==> config.mk <==
export PLATFORM = sky130hd
export DESIGN_NAME = store_buffer_flat
export DESIGN_NICKNAME = d
export VERILOG_FILES = /design/src/rtl/mem_pkg.sv /design/src/rtl/store_buffer_if.sv /design/src/rtl/sb_forward_merge.sv /design/src/rtl/store_buffer.sv /design/src/flat_wrapper.sv
export SDC_FILE = /design/constraint.sdc
export NUM_CORES = 1
export LEC_CHECK = 0
export CORE_ASPECT_RATIO = 0.8
export CORE_MARGIN = 2
export CORE_UTILIZATION = 30
export DETAILED_ROUTE_END_ITERATION = 8
export GPL_ROUTABILITY_DRIVEN = 0
export PLACE_DENSITY_LB_ADDON = 0.25
export SLEW_MARGIN = 20
export SYNTH_ARGS = -nofsm -noshare
export SYNTH_HDL_FRONTEND = slang
export SYNTH_HIERARCHICAL = 1
export SYNTH_SLANG_ARGS = --single-unit
==> constraint.sdc <==
create_clock -name clk -period 4 [get_ports clk]
set_input_delay 0.8 -clock clk [delete_from_list [all_inputs] [get_ports clk]]
set_output_delay 0.8 -clock clk [all_outputs]
set_load 0.02 [all_outputs]
==> src/rtl/mem_pkg.sv <==
// Shared definitions for the data-memory store path.
//
// Contents:
//   BYTE_LANES  - byte lanes per data word (fixed at 4)
//   WORD_OFFSET - low byte-address bits that select a lane inside a word
//   SB_ADDR_W   - byte-address width the buffer entries are built for
//   SB_DATA_W   - data width the buffer entries are built for
//   sb_entry_t  - one store buffer slot (valid, word address, data, enables)
//   sb_state_t  - store buffer control states (RUN, FENCE)
package mem_pkg;

    localparam int BYTE_LANES  = 4;
    localparam int WORD_OFFSET = 2;
    localparam int SB_ADDR_W   = 32;
    localparam int SB_DATA_W   = 8 * BYTE_LANES;
    localparam int SB_WORD_W   = SB_ADDR_W - WORD_OFFSET;

    typedef struct packed {
        logic                  valid;
        logic [SB_WORD_W-1:0]  word_addr;
        logic [SB_DATA_W-1:0]  data;
        logic [BYTE_LANES-1:0] byte_en;
    } sb_entry_t;

    typedef enum logic {
        RUN   = 1'b0,
        FENCE = 1'b1
    } sb_state_t;

endpackage

==> src/rtl/store_buffer_if.sv <==
// Store port bundle between the core MEM stage, the store buffer and
// data_memory.
//
// Signals:
//   push_valid/push_ready      - store handshake from the core
//   push_addr/data/byte_en     - the store being offered
//   mem_grant                  - memory write port is free this cycle
//   mem_store_instruction      - write enable towards data_memory
//   mem_address/data_in/byte_en- head entry presented to data_memory
//
// Modports:
//   master - core/memory side (drives push and grant)
//   slave  - the store buffer itself
interface store_buffer_if
    import mem_pkg::*;
#(
    parameter int ADDR_W = SB_ADDR_W,
    parameter int DATA_W = SB_DATA_W
);
    logic                  push_valid;
    logic                  push_ready;
    logic [ADDR_W-1:0]     push_addr;
    logic [DATA_W-1:0]     push_data;
    logic [BYTE_LANES-1:0] push_byte_en;

    logic                  mem_grant;
    logic                  mem_store_instruction;
    logic [ADDR_W-1:0]     mem_address;
    logic [DATA_W-1:0]     mem_data_in;
    logic [BYTE_LANES-1:0] mem_byte_en;

    modport master (
        output push_valid, push_addr, push_data, push_byte_en, mem_grant,
        input  push_ready, mem_store_instruction, mem_address, mem_data_in,
               mem_byte_en
    );

    modport slave (
        input  push_valid, push_addr, push_data, push_byte_en, mem_grant,
        output push_ready, mem_store_instruction, mem_address, mem_data_in,
               mem_byte_en
    );

endinterface

==> src/rtl/sb_forward_merge.sv <==
// Store-to-load forwarding merge for the store buffer.
//
// For every byte lane, selects the byte from the youngest occupied entry
// whose word address matches the load and whose enable covers that lane.
//
// Ports:
//   entries  - the full entry array, indexed by FIFO pointer
//   head     - pointer of the oldest occupied entry
//   count    - number of occupied entries
//   ld_word  - load word address (byte address without the lane bits)
//   fwd_data - merged bytes, zero in uncovered lanes
//   fwd_mask - lanes supplied by the buffer
module sb_forward_merge
    import mem_pkg::*;
#(
    parameter int ENTRIES = 4,
    parameter int PTR_W   = $clog2(ENTRIES),
    parameter int CNT_W   = PTR_W + 1
) (
    input  sb_entry_t             entries [ENTRIES],
    input  logic [PTR_W-1:0]      head,
    input  logic [CNT_W-1:0]      count,
    input  logic [SB_WORD_W-1:0]  ld_word,
    output logic [SB_DATA_W-1:0]  fwd_data,
    output logic [BYTE_LANES-1:0] fwd_mask
);

    logic [PTR_W-1:0] idx;

    // Walk the entries oldest to youngest so a later match overwrites an
    // earlier one lane by lane; the last writer of each lane is the youngest.
    always_comb begin
        fwd_data = '0;
        fwd_mask = '0;
        idx      = '0;
        for (int k = 0; k < ENTRIES; k++) begin
            idx = head + PTR_W'(k);
            if ((CNT_W'(k) < count) && entries[idx].valid &&
                (entries[idx].word_addr == ld_word)) begin
                for (int l = 0; l < BYTE_LANES; l++) begin
                    if (entries[idx].byte_en[l]) begin
                        fwd_data[8*l +: 8] = entries[idx].data[8*l +: 8];
                        fwd_mask[l]        = 1'b1;
                    end
                end
            end
        end
    end

endmodule

==> src/rtl/store_buffer.sv <==
// Store buffer on the data-memory write port.
//
// Queues retired stores from the core, writes them to data_memory one per
// granted cycle in FIFO order, forwards pending bytes to loads, and drains
// completely on a fence request.
//
// Ports:
//   clk        - system clock, rising edge
//   reset      - asynchronous active-low reset
//   sb         - push handshake and memory write port (slave modport)
//   ld_addr    - load byte address to forward against
//   fwd_data   - buffered bytes for the load, zero in uncovered lanes
//   fwd_mask   - lanes supplied by the buffer
//   fence      - level request to drain everything
//   fence_done - one-cycle pulse when a fence completes
//   empty/full - occupancy flags
//   count      - number of occupied entries
//
// The entry struct fixes address and data widths at the mem_pkg values,
// so ADDR_W and DATA_W must match SB_ADDR_W and SB_DATA_W.
module store_buffer
    import mem_pkg::*;
#(
    parameter int ENTRIES = 4,
    parameter int ADDR_W  = SB_ADDR_W,
    parameter int DATA_W  = SB_DATA_W,
    parameter int CNT_W   = $clog2(ENTRIES) + 1
) (
    input  logic                  clk,
    input  logic                  reset,
    store_buffer_if.slave         sb,
    input  logic [ADDR_W-1:0]     ld_addr,
    output logic [DATA_W-1:0]     fwd_data,
    output logic [BYTE_LANES-1:0] fwd_mask,
    input  logic                  fence,
    output logic                  fence_done,
    output logic                  empty,
    output logic                  full,
    output logic [CNT_W-1:0]      count
);

    localparam int PTR_W = $clog2(ENTRIES);

    sb_entry_t        entries_q [ENTRIES];
    sb_entry_t        entries_d [ENTRIES];
    logic [PTR_W-1:0] head_q, head_d;
    logic [PTR_W-1:0] tail_q, tail_d;
    logic [CNT_W-1:0] count_q, count_d;
    sb_state_t        state_q, state_d;

    sb_entry_t        head_entry;
    logic             push_fire;
    logic             push_keep;
    logic             pop;
    logic             unused_lane_bits;

    // Lane-select bits of byte addresses never matter to a word-wide buffer.
    assign unused_lane_bits = ^{ld_addr[WORD_OFFSET-1:0],
                                sb.push_addr[WORD_OFFSET-1:0]};

    assign count = count_q;
    assign empty = (count_q == '0);
    assign full  = (count_q == CNT_W'(ENTRIES));

    // The memory port always shows the head entry; it only commits when
    // something is queued and the port is granted.
    assign head_entry               = entries_q[head_q];
    assign pop                      = !empty && sb.mem_grant;
    assign sb.mem_store_instruction = pop;
    assign sb.mem_address           = {head_entry.word_addr, {WORD_OFFSET{1'b0}}};
    assign sb.mem_data_in           = head_entry.data;
    assign sb.mem_byte_en           = head_entry.byte_en;

    // A handshake with no byte enabled completes but leaves nothing behind.
    assign push_fire = sb.push_valid && sb.push_ready;
    assign push_keep = push_fire && (|sb.push_byte_en);

    // Control FSM. A fence stops new pushes and waits for the registered
    // count to reach zero. Reset is folded in so that push_ready and
    // fence_done stay low while reset is held.
    always_comb begin
        state_d       = state_q;
        sb.push_ready = 1'b0;
        fence_done    = 1'b0;
        if (reset) begin
            case (state_q)
                RUN: begin
                    sb.push_ready = !full;
                    if (fence) begin
                        if (empty) begin
                            fence_done = 1'b1;
                        end else begin
                            state_d = FENCE;
                        end
                    end
                end
                FENCE: begin
                    if (empty) begin
                        fence_done = 1'b1;
                        state_d    = RUN;
                    end
                end
                default: state_d = RUN;
            endcase
        end
    end

    // FIFO next state. Push never lands on the popped slot: the pointers
    // only coincide when empty (no pop) or full (no push).
    always_comb begin
        entries_d = entries_q;
        if (pop) begin
            entries_d[head_q].valid = 1'b0;
        end
        if (push_keep) begin
            entries_d[tail_q].valid     = 1'b1;
            entries_d[tail_q].word_addr = sb.push_addr[ADDR_W-1:WORD_OFFSET];
            entries_d[tail_q].data      = sb.push_data;
            entries_d[tail_q].byte_en   = sb.push_byte_en;
        end
        head_d  = head_q + PTR_W'(pop);
        tail_d  = tail_q + PTR_W'(push_keep);
        count_d = count_q + CNT_W'(push_keep) - CNT_W'(pop);
    end

    // State and storage registers.
    always_ff @(posedge clk or negedge reset) begin
        if (!reset) begin
            entries_q <= '{default: '0};
            head_q    <= '0;
            tail_q    <= '0;
            count_q   <= '0;
            state_q   <= RUN;
        end else begin
            entries_q <= entries_d;
            head_q    <= head_d;
            tail_q    <= tail_d;
            count_q   <= count_d;
            state_q   <= state_d;
        end
    end

    sb_forward_merge #(
        .ENTRIES (ENTRIES),
        .PTR_W   (PTR_W),
        .CNT_W   (CNT_W)
    ) u_forward (
        .entries  (entries_q),
        .head     (head_q),
        .count    (count_q),
        .ld_word  (ld_addr[ADDR_W-1:WORD_OFFSET]),
        .fwd_data (fwd_data),
        .fwd_mask (fwd_mask)
    );

endmodule

==> src/flat_wrapper.sv <==
// flat-port wrapper written by rule: the top's interface ports become plain ports
module store_buffer_flat import mem_pkg::*;
#(
    parameter int ENTRIES = 4,
    parameter int ADDR_W  = SB_ADDR_W,
    parameter int DATA_W  = SB_DATA_W,
    parameter int CNT_W   = $clog2(ENTRIES) + 1
)
  (clk, reset, ld_addr, fwd_data, fwd_mask, fence, fence_done, empty, full, count, sb_push_valid, sb_push_addr, sb_push_data, sb_push_byte_en, sb_mem_grant, sb_push_ready, sb_mem_store_instruction, sb_mem_address, sb_mem_data_in, sb_mem_byte_en);
  store_buffer_if #(.ADDR_W(ADDR_W), .DATA_W(DATA_W)) sb_i ();
  input  logic clk;
  input  logic reset;
  input  logic [ADDR_W-1:0] ld_addr;
  output logic [DATA_W-1:0] fwd_data;
  output logic [BYTE_LANES-1:0] fwd_mask;
  input  logic fence;
  output logic fence_done;
  output logic empty;
  output logic full;
  output logic [CNT_W-1:0] count;
  input wire logic [$bits(sb_i.push_valid)-1:0] sb_push_valid;
  input wire logic [$bits(sb_i.push_addr)-1:0] sb_push_addr;
  input wire logic [$bits(sb_i.push_data)-1:0] sb_push_data;
  input wire logic [$bits(sb_i.push_byte_en)-1:0] sb_push_byte_en;
  input wire logic [$bits(sb_i.mem_grant)-1:0] sb_mem_grant;
  output wire logic [$bits(sb_i.push_ready)-1:0] sb_push_ready;
  output wire logic [$bits(sb_i.mem_store_instruction)-1:0] sb_mem_store_instruction;
  output wire logic [$bits(sb_i.mem_address)-1:0] sb_mem_address;
  output wire logic [$bits(sb_i.mem_data_in)-1:0] sb_mem_data_in;
  output wire logic [$bits(sb_i.mem_byte_en)-1:0] sb_mem_byte_en;
  assign sb_i.push_valid = sb_push_valid;
  assign sb_i.push_addr = sb_push_addr;
  assign sb_i.push_data = sb_push_data;
  assign sb_i.push_byte_en = sb_push_byte_en;
  assign sb_i.mem_grant = sb_mem_grant;
  assign sb_push_ready = sb_i.push_ready;
  assign sb_mem_store_instruction = sb_i.mem_store_instruction;
  assign sb_mem_address = sb_i.mem_address;
  assign sb_mem_data_in = sb_i.mem_data_in;
  assign sb_mem_byte_en = sb_i.mem_byte_en;
  store_buffer #(.ENTRIES(ENTRIES), .ADDR_W(ADDR_W), .DATA_W(DATA_W), .CNT_W(CNT_W)) u_core (.clk(clk), .reset(reset), .sb(sb_i), .ld_addr(ld_addr), .fwd_data(fwd_data), .fwd_mask(fwd_mask), .fence(fence), .fence_done(fence_done), .empty(empty), .full(full), .count(count));
endmodule
==> metrics.log, run 1 <==
INFO  metric drive_gt1_frac = 0.428
INFO  metric layout.cells.non_filler = 3429
INFO  metric grt_max_degree = 87
INFO  metric cells_traversed_along_the_worst_timing_path = buf_12 -> mux4_2 -> xnor2_2 -> buf_4 -> o2111ai_1 -> or4_4 -> or4b_4 -> buf_12 -> a2111oi_4 -> buf_6 -> buf_4 -> mux2i_2 -> a211oi_2 -> buf_4
INFO  metric die_width = 303 um
INFO  metric postSynthCellCount = 1910
INFO  metric start_util = 0.304
INFO  metric cts_hold_repair.buffers = 0
INFO  metric fillCellCount = roughly 6600
INFO  metric clk_root_buffer_cell = sky130_fd_sc_hd__clkbuf_16
INFO  metric clock_network_fraction_of_design_power = 0.135
INFO  metric drt_wl_total = 79000 um
INFO  metric clkLatencyLatePin = 550 ps
INFO  metric cp_arrival = ~4400 ps
INFO  metric htree_levels = 2
INFO  metric timing.final.setup_violations = 36
INFO  metric power_per_cell_area = around 860 nW/um2
INFO  metric top_library_cells_by_usage_in_the_layout_fill_and_taps_aside = sky130_fd_sc_hd__buf_4 (413), sky130_fd_sc_hd__dfrtp_1 (274), sky130_fd_sc_hd__mux2_2 (240)
INFO  metric number_of_global_route_vias_before_repair = 18800
INFO  metric core = 70500 um2
INFO  metric cp-end-kind = output port
INFO  metric cpMostUsedCell = sky130_fd_sc_hd__buf_4
INFO  metric drtPass1Iterations = 6
INFO  metric cpPeakStageDelay = between 500 and 600 ps
INFO  metric async_reset_ff_frac = 1.00
INFO  metric cts_max_path_buffers = 3
INFO  metric finalWorstSetupSlack = -1230 ps
INFO  metric hold_slack = 99.0 ps
INFO  metric post_drt_wl_per_cell = 23.1 um
INFO  metric post-route-period-util = 1.31
INFO  metric detailedRoute.firstIterationViolations = 1475
INFO  metric total_number_of_clock_tree_sinks = 276
INFO  metric maxClockFrequency = 191 MHz
INFO  metric die_h = 243 um
INFO  metric core.rowCount = 87
INFO  metric post-place-cells = between 3000 and 4000
INFO  metric skew = 20.8 ps
INFO  metric die-area = 73500 um2
INFO  metric final_hold_viol_count = 0
INFO  metric cts_clk_pin_slew_worst_paths = 60 ps
INFO  metric cts_tree = yes
INFO  metric most_frequent_standard_cell_in_the_layout_excluding_fill_and_tap_cells = sky130_fd_sc_hd__buf_4
INFO  metric vias_per_cell = 5.39
INFO  metric timing.setup.critical_path_class = reg2out
INFO  metric synthesized_area_per_cell = roughly 11 um2
INFO  metric post_synth_instance_area = roughly 21000 um2
INFO  metric worst_vdd_ir = 0.402 mV
INFO  metric critPathSlowestCell = sky130_fd_sc_hd__or4b_4
INFO  metric synth_top_area_cell = sky130_fd_sc_hd__dfrtp_1
INFO  metric static-leakage-power = about 13 nW
INFO  metric grt_remaining_overflow = 0
INFO  metric number_of_flops_mapped_to_enable_cells_by_yosys = 0
INFO  metric violated_checks = setup timing
INFO  metric ys_ff_latch = about 280
INFO  metric detail-route-antenna-nets = 0
INFO  metric dp.final_hpwl = 55600 um
INFO  metric numCtsBuffers = 38
INFO  metric yosysUniqueCellTypes = 77
INFO  metric synthTopCellsByArea = sky130_fd_sc_hd__dfrtp_1 (32%), sky130_fd_sc_hd__mux4_2 (13%), sky130_fd_sc_hd__mux2_2 (13%)
INFO  metric relative_slew_slack = 0.372
INFO  metric result_of_the_run = finished, violations left
INFO  metric grt_pass1_wl = 117000 um
INFO  metric drc_errors = 0
INFO  metric grt_antenna_before_repair = 8
INFO  metric start_kind = flip-flop
INFO  metric dominantRegCellSynth = sky130_fd_sc_hd__dfrtp_1
INFO  metric netlist.area_leader.share = 0.323
INFO  metric nets = 2575
INFO  metric max_capacitance_violation_count = 0
INFO  metric seq_power_share = 0.196
INFO  metric timing_worst_slew_pin_value = 942 ps
INFO  metric p_switching = 0.0109 W
INFO  metric yosys_warnings = 6
INFO  metric combinational_group_share_of_total_power = 0.669
INFO  metric areaGrowthSynthToFinish = 41.6%
INFO  metric critical_path.max_fanout = 10
INFO  metric cell_internal_pwr = between 0.015 and 0.02 W
INFO  metric hold_path_class = in2async
INFO  metric num_io_pins = between 200 and 250
INFO  metric rsz_0062_raised_after_global_routing = true
INFO  metric numPortBuffers = 210
INFO  metric dr_total_vias = 18500
INFO  metric final.min_clock_period = roughly 5200 ps
INFO  metric worstPathRequired = 3200 ps
INFO  metric maxSlewViolCount = 0
INFO  metric seq_area_frac_synth = 0.323
INFO  metric groute.usage.overall = 0.210
INFO  metric switching_share = 0.421
## power groups by stage
stage               clock network [W]  registers, W  logic, W
global route                  0.00373       0.00529    0.0184
global placement                    0       0.00509    0.0158
CTS                           0.00361       0.00509    0.0170
detailed placement                  0       0.00517    0.0160
floorplan                           0       0.00498   0.00975
finish                        0.00351       0.00511    0.0174
## final cells by class
class                      instances  area (um2)  area share
clock inverter                    15         174     0.00574
clock buffer                      53        1110      0.0366
inverter                          14        55.1     0.00182
sequential                       276        6910       0.228
multi-input combinational       1462       14500       0.479
tap                              934        1170      0.0386
antenna                            2        5.00    0.000165
timing repair buffer             673        6380       0.210
## Yosys cell counts (7+ instances only)
master and instances:
sky130_fd_sc_hd__nor3_1 14, sky130_fd_sc_hd__nand2_1 191, sky130_fd_sc_hd__nor2_1 64, sky130_fd_sc_hd__buf_6 14
sky130_fd_sc_hd__buf_1 16, sky130_fd_sc_hd__mux2_1 33, sky130_fd_sc_hd__nand4_1 18, sky130_fd_sc_hd__a311oi_1 21
sky130_fd_sc_hd__o21ai_0 29, sky130_fd_sc_hd__o31ai_1 10, sky130_fd_sc_hd__o32ai_1 10, sky130_fd_sc_hd__buf_4 16
sky130_fd_sc_hd__a31oi_1 10, sky130_fd_sc_hd__o2111ai_1 7, sky130_fd_sc_hd__mux2_2 240, sky130_fd_sc_hd__nand2b_1 13
sky130_fd_sc_hd__o211ai_1 31, sky130_fd_sc_hd__mux2i_1 245, sky130_fd_sc_hd__clkbuf_1 55, sky130_fd_sc_hd__xor2_1 42
sky130_fd_sc_hd__nand3_1 25, sky130_fd_sc_hd__xnor2_1 82, sky130_fd_sc_hd__nor4_1 22, sky130_fd_sc_hd__buf_2 58
sky130_fd_sc_hd__inv_1 12, sky130_fd_sc_hd__a221oi_1 8, sky130_fd_sc_hd__or4_1 7, sky130_fd_sc_hd__mux2_4 29
sky130_fd_sc_hd__mux4_2 121, sky130_fd_sc_hd__nor2b_1 8, sky130_fd_sc_hd__and2_1 9, sky130_fd_sc_hd__a21oi_1 50
sky130_fd_sc_hd__a211oi_1 40, sky130_fd_sc_hd__dfrtp_1 276
## sequential cells by signal (all words and copies together), names as in the netlist
name / flops
u_core/count: 3
u_core/state_q: 1
u_core/entries_q: 268
u_core/tail_q: 2
u_core/head_q: 2
## per-layer routing
metal,GRT usage,up-vias,share of wire
met5,0,-,0.00071
met4,0.0559,10,0.026
met3,0.0474,123,0.067
met2,0.324,542,0.45
met1,0.293,9425,0.46
li1,-,8367,-
## final timing paths
check | startpoint | endpoint | slack, ps | cells past startpoint
max | u_core/head_q[0]$_DFF_PN0_ | fwd_data[15] | -1230 | 14
min | reset | u_core/tail_q[1]$_DFF_PN0_ | 100 | 1
max reg2reg | u_core/count[0]$_DFF_PN0_ | u_core/count[2]$_DFF_PN0_ | 1360 | 10
min reg2reg | u_core/entries_q[267]$_DFF_PN0_ | u_core/entries_q[267]$_DFF_PN0_ | 530 | 1
max in group asynchronous | reset | u_core/entries_q[52]$_DFFE_PN0P_ | 1890 | 3
min in group clk | u_core/entries_q[267]$_DFF_PN0_ | u_core/entries_q[267]$_DFF_PN0_ | 530 | 1
## through the flow
step | area, um2 | worst slack [ps] | total power [W] | utilization | TNS (ps)
2_1_floorplan | 22000 | -206 | 0.0147 | - | -4950
3_3_place_gp | 27700 | -1660 | 0.0208 | 0.393 | -54630
3_5_place_dp | 27700 | -1770 | 0.0212 | 0.393 | -56480
4_1_cts | 30100 | -1260 | 0.0257 | 0.426 | -42770
5_1_grt | 30300 | -1370 | 0.0275 | 0.430 | -44270
6_report | 30300 | -1230 | 0.0260 | 0.430 | -39480
## worst max-delay path, delay by kind of cell (launching register included)
family          cells  cell delay, ps
mux                 2             600
flops               1             440
xor+xnor            1             160
simple gates        2            1030
buf+inv             6            1000
compound gates      3             590
## kinds of logic (layout without fill, tap and decap cells)
logic type      count (synthesis)  count (layout)  synth area share
compound gates                256             256            0.0848
xor+xnor                      124             124            0.0507
fa+ha+maj                       5               5           0.00327
buf+inv                       173             755            0.0414
flops                         276             276             0.323
mux                           669             669             0.406
other cells                     1               4          0.000175
simple gates                  406             406            0.0907
## repair_timing
action	in CTS	in global routing
pin swaps	33	11
gates resized for setup	279	32
gates cloned	9	3
buffers inserted	26	2
setup endpoints to repair	70	50
No activity file was read; power rests on OpenSTA's default activity.
==> run 2: changes to the inputs <==
--- a/config.mk
+++ b/config.mk
@@ -11,6 +11,7 @@
 export DETAILED_ROUTE_END_ITERATION = 8
 export GPL_ROUTABILITY_DRIVEN = 0
 export PLACE_DENSITY_LB_ADDON = 0.25
+export SETUP_SLACK_MARGIN = 0.1
 export SLEW_MARGIN = 20
 export SYNTH_ARGS = -nofsm -noshare
 export SYNTH_HDL_FRONTEND = slang
==> metrics.log, run 2 (synthesized netlist as in run 1, its figures left out) <==
INFO  metric result_of_the_run = finished, violations left
INFO  metric violated_checks = setup timing
INFO  metric cts_tree = yes
INFO  metric grt_use_met2 = 0.324
INFO  metric final.min_clock_period = 5260 ps
INFO  metric timing.setup.critical_path_class = reg2out
INFO  metric seq_power_share = 0.197
INFO  metric core.rowCount = 87
INFO  metric cts_hold_repair.buffers = 0
INFO  metric worstPathRequired = 3200 ps
INFO  metric core = about 70000 um2
INFO  metric timing.final.setup_violations = 36
INFO  metric die_width = 303 um
INFO  metric post-route-period-util = 1.31
INFO  metric cts_clk_pin_slew_worst_paths = 60 ps
INFO  metric timing.reg2reg.setup_slack = 1380 ps
INFO  metric critical_path.max_fanout = 5
INFO  metric cp_arrival = 4460 ps
INFO  metric detailedRoute.firstIterationViolations = around 1200
INFO  metric finalWorstSetupSlack = -1260 ps
INFO  metric max_capacitance_violation_count = 0
INFO  metric dr_total_vias = 18700
INFO  metric areaGrowthSynthToFinish = 42.6%
INFO  metric vias_per_cell = 5.43
INFO  metric cell_internal_pwr = 0.0150 W
INFO  metric grt_max_degree = 80
INFO  metric hold_path_class = in2async
INFO  metric grt_remaining_overflow = 0
INFO  metric drive_gt1_frac = 0.442
INFO  metric timing_worst_slew_pin_value = 894 ps
INFO  metric clkLatencyLatePin = 570 ps
INFO  metric fillCellCount = between 6000 and 7000
INFO  metric numPortBuffers = 210
INFO  metric place_ws = -1640 ps
INFO  metric detail-route-antenna-nets = 0
INFO  metric nets = between 2000 and 3000
INFO  metric r2r.worst_path.cells = 10
INFO  metric grt_antenna_before_repair = 8
INFO  metric drc_errors = 0
INFO  metric start_util = 0.304
INFO  metric rsz_0062_raised_after_global_routing = true
INFO  metric relative_slew_slack = 0.399
INFO  metric post_drt_wl_per_cell = 23.0 um
INFO  metric die_h = between 200 and 250 um
INFO  metric power_per_cell_area = between 800 and 900 nW/um2
INFO  metric total_number_of_clock_tree_sinks = 276
INFO  metric die-area = 73500 um2
INFO  metric worst_vdd_ir = about 0.35 mV
INFO  metric final_hold_viol_count = 0
INFO  metric htree_levels = 2
INFO  metric groute.usage.overall = 0.210
INFO  metric grt.busiest_layer = met2
INFO  metric grt_pass1_wl = 118000 um
INFO  metric cts_max_path_buffers = 3
INFO  metric met3_usage = 0.0464
INFO  metric static-leakage-power = around 14 nW
INFO  metric most_frequent_standard_cell_in_the_layout_excluding_fill_and_tap_cells = sky130_fd_sc_hd__buf_4
INFO  metric switching_share = 0.425
INFO  metric drtPass1Iterations = 7
INFO  metric clk_root_buffer_cell = sky130_fd_sc_hd__clkbuf_16
INFO  metric number_of_global_route_vias_before_repair = 18800
INFO  metric combinational_group_share_of_total_power = 0.671
INFO  metric dp.final_hpwl = approximately 56000 um
INFO  metric skew = 37.5 ps
INFO  metric start_kind = flip-flop
INFO  metric maxClockFrequency = 190 MHz
INFO  metric num_io_pins = 217
INFO  metric grt_use_met1 = 0.298
INFO  metric drt_wl_total = 79500 um
INFO  metric cp-end-kind = output port
INFO  metric clock_network_fraction_of_design_power = 0.132
INFO  metric timing.setup.tns = -41500 ps
INFO  metric p_switching = 0.0111 W
INFO  metric maxSlewViolCount = 0
INFO  metric numCtsBuffers = 38
INFO  metric top_library_cells_by_usage_in_the_layout_fill_and_taps_aside = sky130_fd_sc_hd__buf_4 (428), sky130_fd_sc_hd__dfrtp_1 (274), sky130_fd_sc_hd__mux2_2 (240)
INFO  metric largest_reg_flops = 268
INFO  metric largest-register = u_core/entries_q
-- run 2: worst max-delay path, stage by stage (launching register included) --
cell and delay [ps]:
sky130_fd_sc_hd__dfrtp_4 480, sky130_fd_sc_hd__buf_4 200, sky130_fd_sc_hd__buf_4 150, sky130_fd_sc_hd__mux4_2 340, sky130_fd_sc_hd__xnor2_2 270, sky130_fd_sc_hd__nand2_1 90
sky130_fd_sc_hd__or4_4 550, sky130_fd_sc_hd__or4b_4 590, sky130_fd_sc_hd__nor3_4 320, sky130_fd_sc_hd__buf_4 170, sky130_fd_sc_hd__buf_6 110, sky130_fd_sc_hd__o211ai_1 140
sky130_fd_sc_hd__a311oi_4 280, sky130_fd_sc_hd__buf_6 170
-- run 2: stage by stage --
stage	cell area, um2	util	cells	hold WS (ps)	power, W
after CTS	29900	0.424	3434	93.2	0.0254
after detailed placement	27900	0.395	3334	516	0.0212
after floorplan	22000	-	1911	488	0.0147
final	30500	0.433	3451	112	0.0260
after global routing	30500	0.433	3450	111	0.0275
after global placement	27900	0.395	3334	506	0.0209
-- run 2: final timing paths --
check                                           start                          endpoint
setup / recovery           u_core/head_q[1]$_DFF_PN0_                      fwd_data[25]
hold / removal                                  reset        u_core/tail_q[0]$_DFF_PN0_
setup reg to reg            u_core/count[0]$_DFF_PN0_         u_core/count[2]$_DFF_PN0_
hold reg to reg            u_core/tail_q[1]$_DFF_PN0_        u_core/tail_q[1]$_DFF_PN0_
max in group asynchronous                       reset  u_core/entries_q[60]$_DFFE_PN0P_
min in group clk           u_core/tail_q[1]$_DFF_PN0_        u_core/tail_q[1]$_DFF_PN0_
-- run 2: cell type report --
class	count	area (um2)	area share
well taps	934	1170	0.0383
clock inverters	16	176	0.00578
inverters	14	53.8	0.00176
multi-input cells	1462	14700	0.481
flip-flops and latches	276	6910	0.227
repair buffers	695	6470	0.212
diodes	2	5.00	0.000164
clock buffers	52	1060	0.0348
-- run 2: power by group through the flow --
| stage | clock, W | combinational (W) | sequential (W) |
|---|---|---|---|
| after global routing | 0.00367 | 0.0185 | 0.00532 |
| after CTS | 0.00355 | 0.0168 | 0.00511 |
| final | 0.00344 | 0.0175 | 0.00513 |
| after global placement | 0 | 0.0157 | 0.00513 |
| after floorplan | 0 | 0.00975 | 0.00498 |
| after detailed placement | 0 | 0.0160 | 0.00523 |
-- run 2: per-layer routing --
| metal | up-vias | routed length (um) |
|---|---|---|
| met5 | - | 63 |
| met4 | 8 | 1590 |
| met3 | 111 | 5540 |
| met2 | 564 | 36000 |
| met1 | 9629 | 36300 |
| li1 | 8416 | - |
-- run 2: what timing repair did --
| item | 4_1_cts | 5_1_grt |
|---|---|---|
| buffers inserted | 29 | 12 |
| gates cloned | 3 | 5 |
| setup endpoints to repair | 76 | 68 |
| pin swaps | 31 | 25 |
| resized for setup | 298 | 79 |
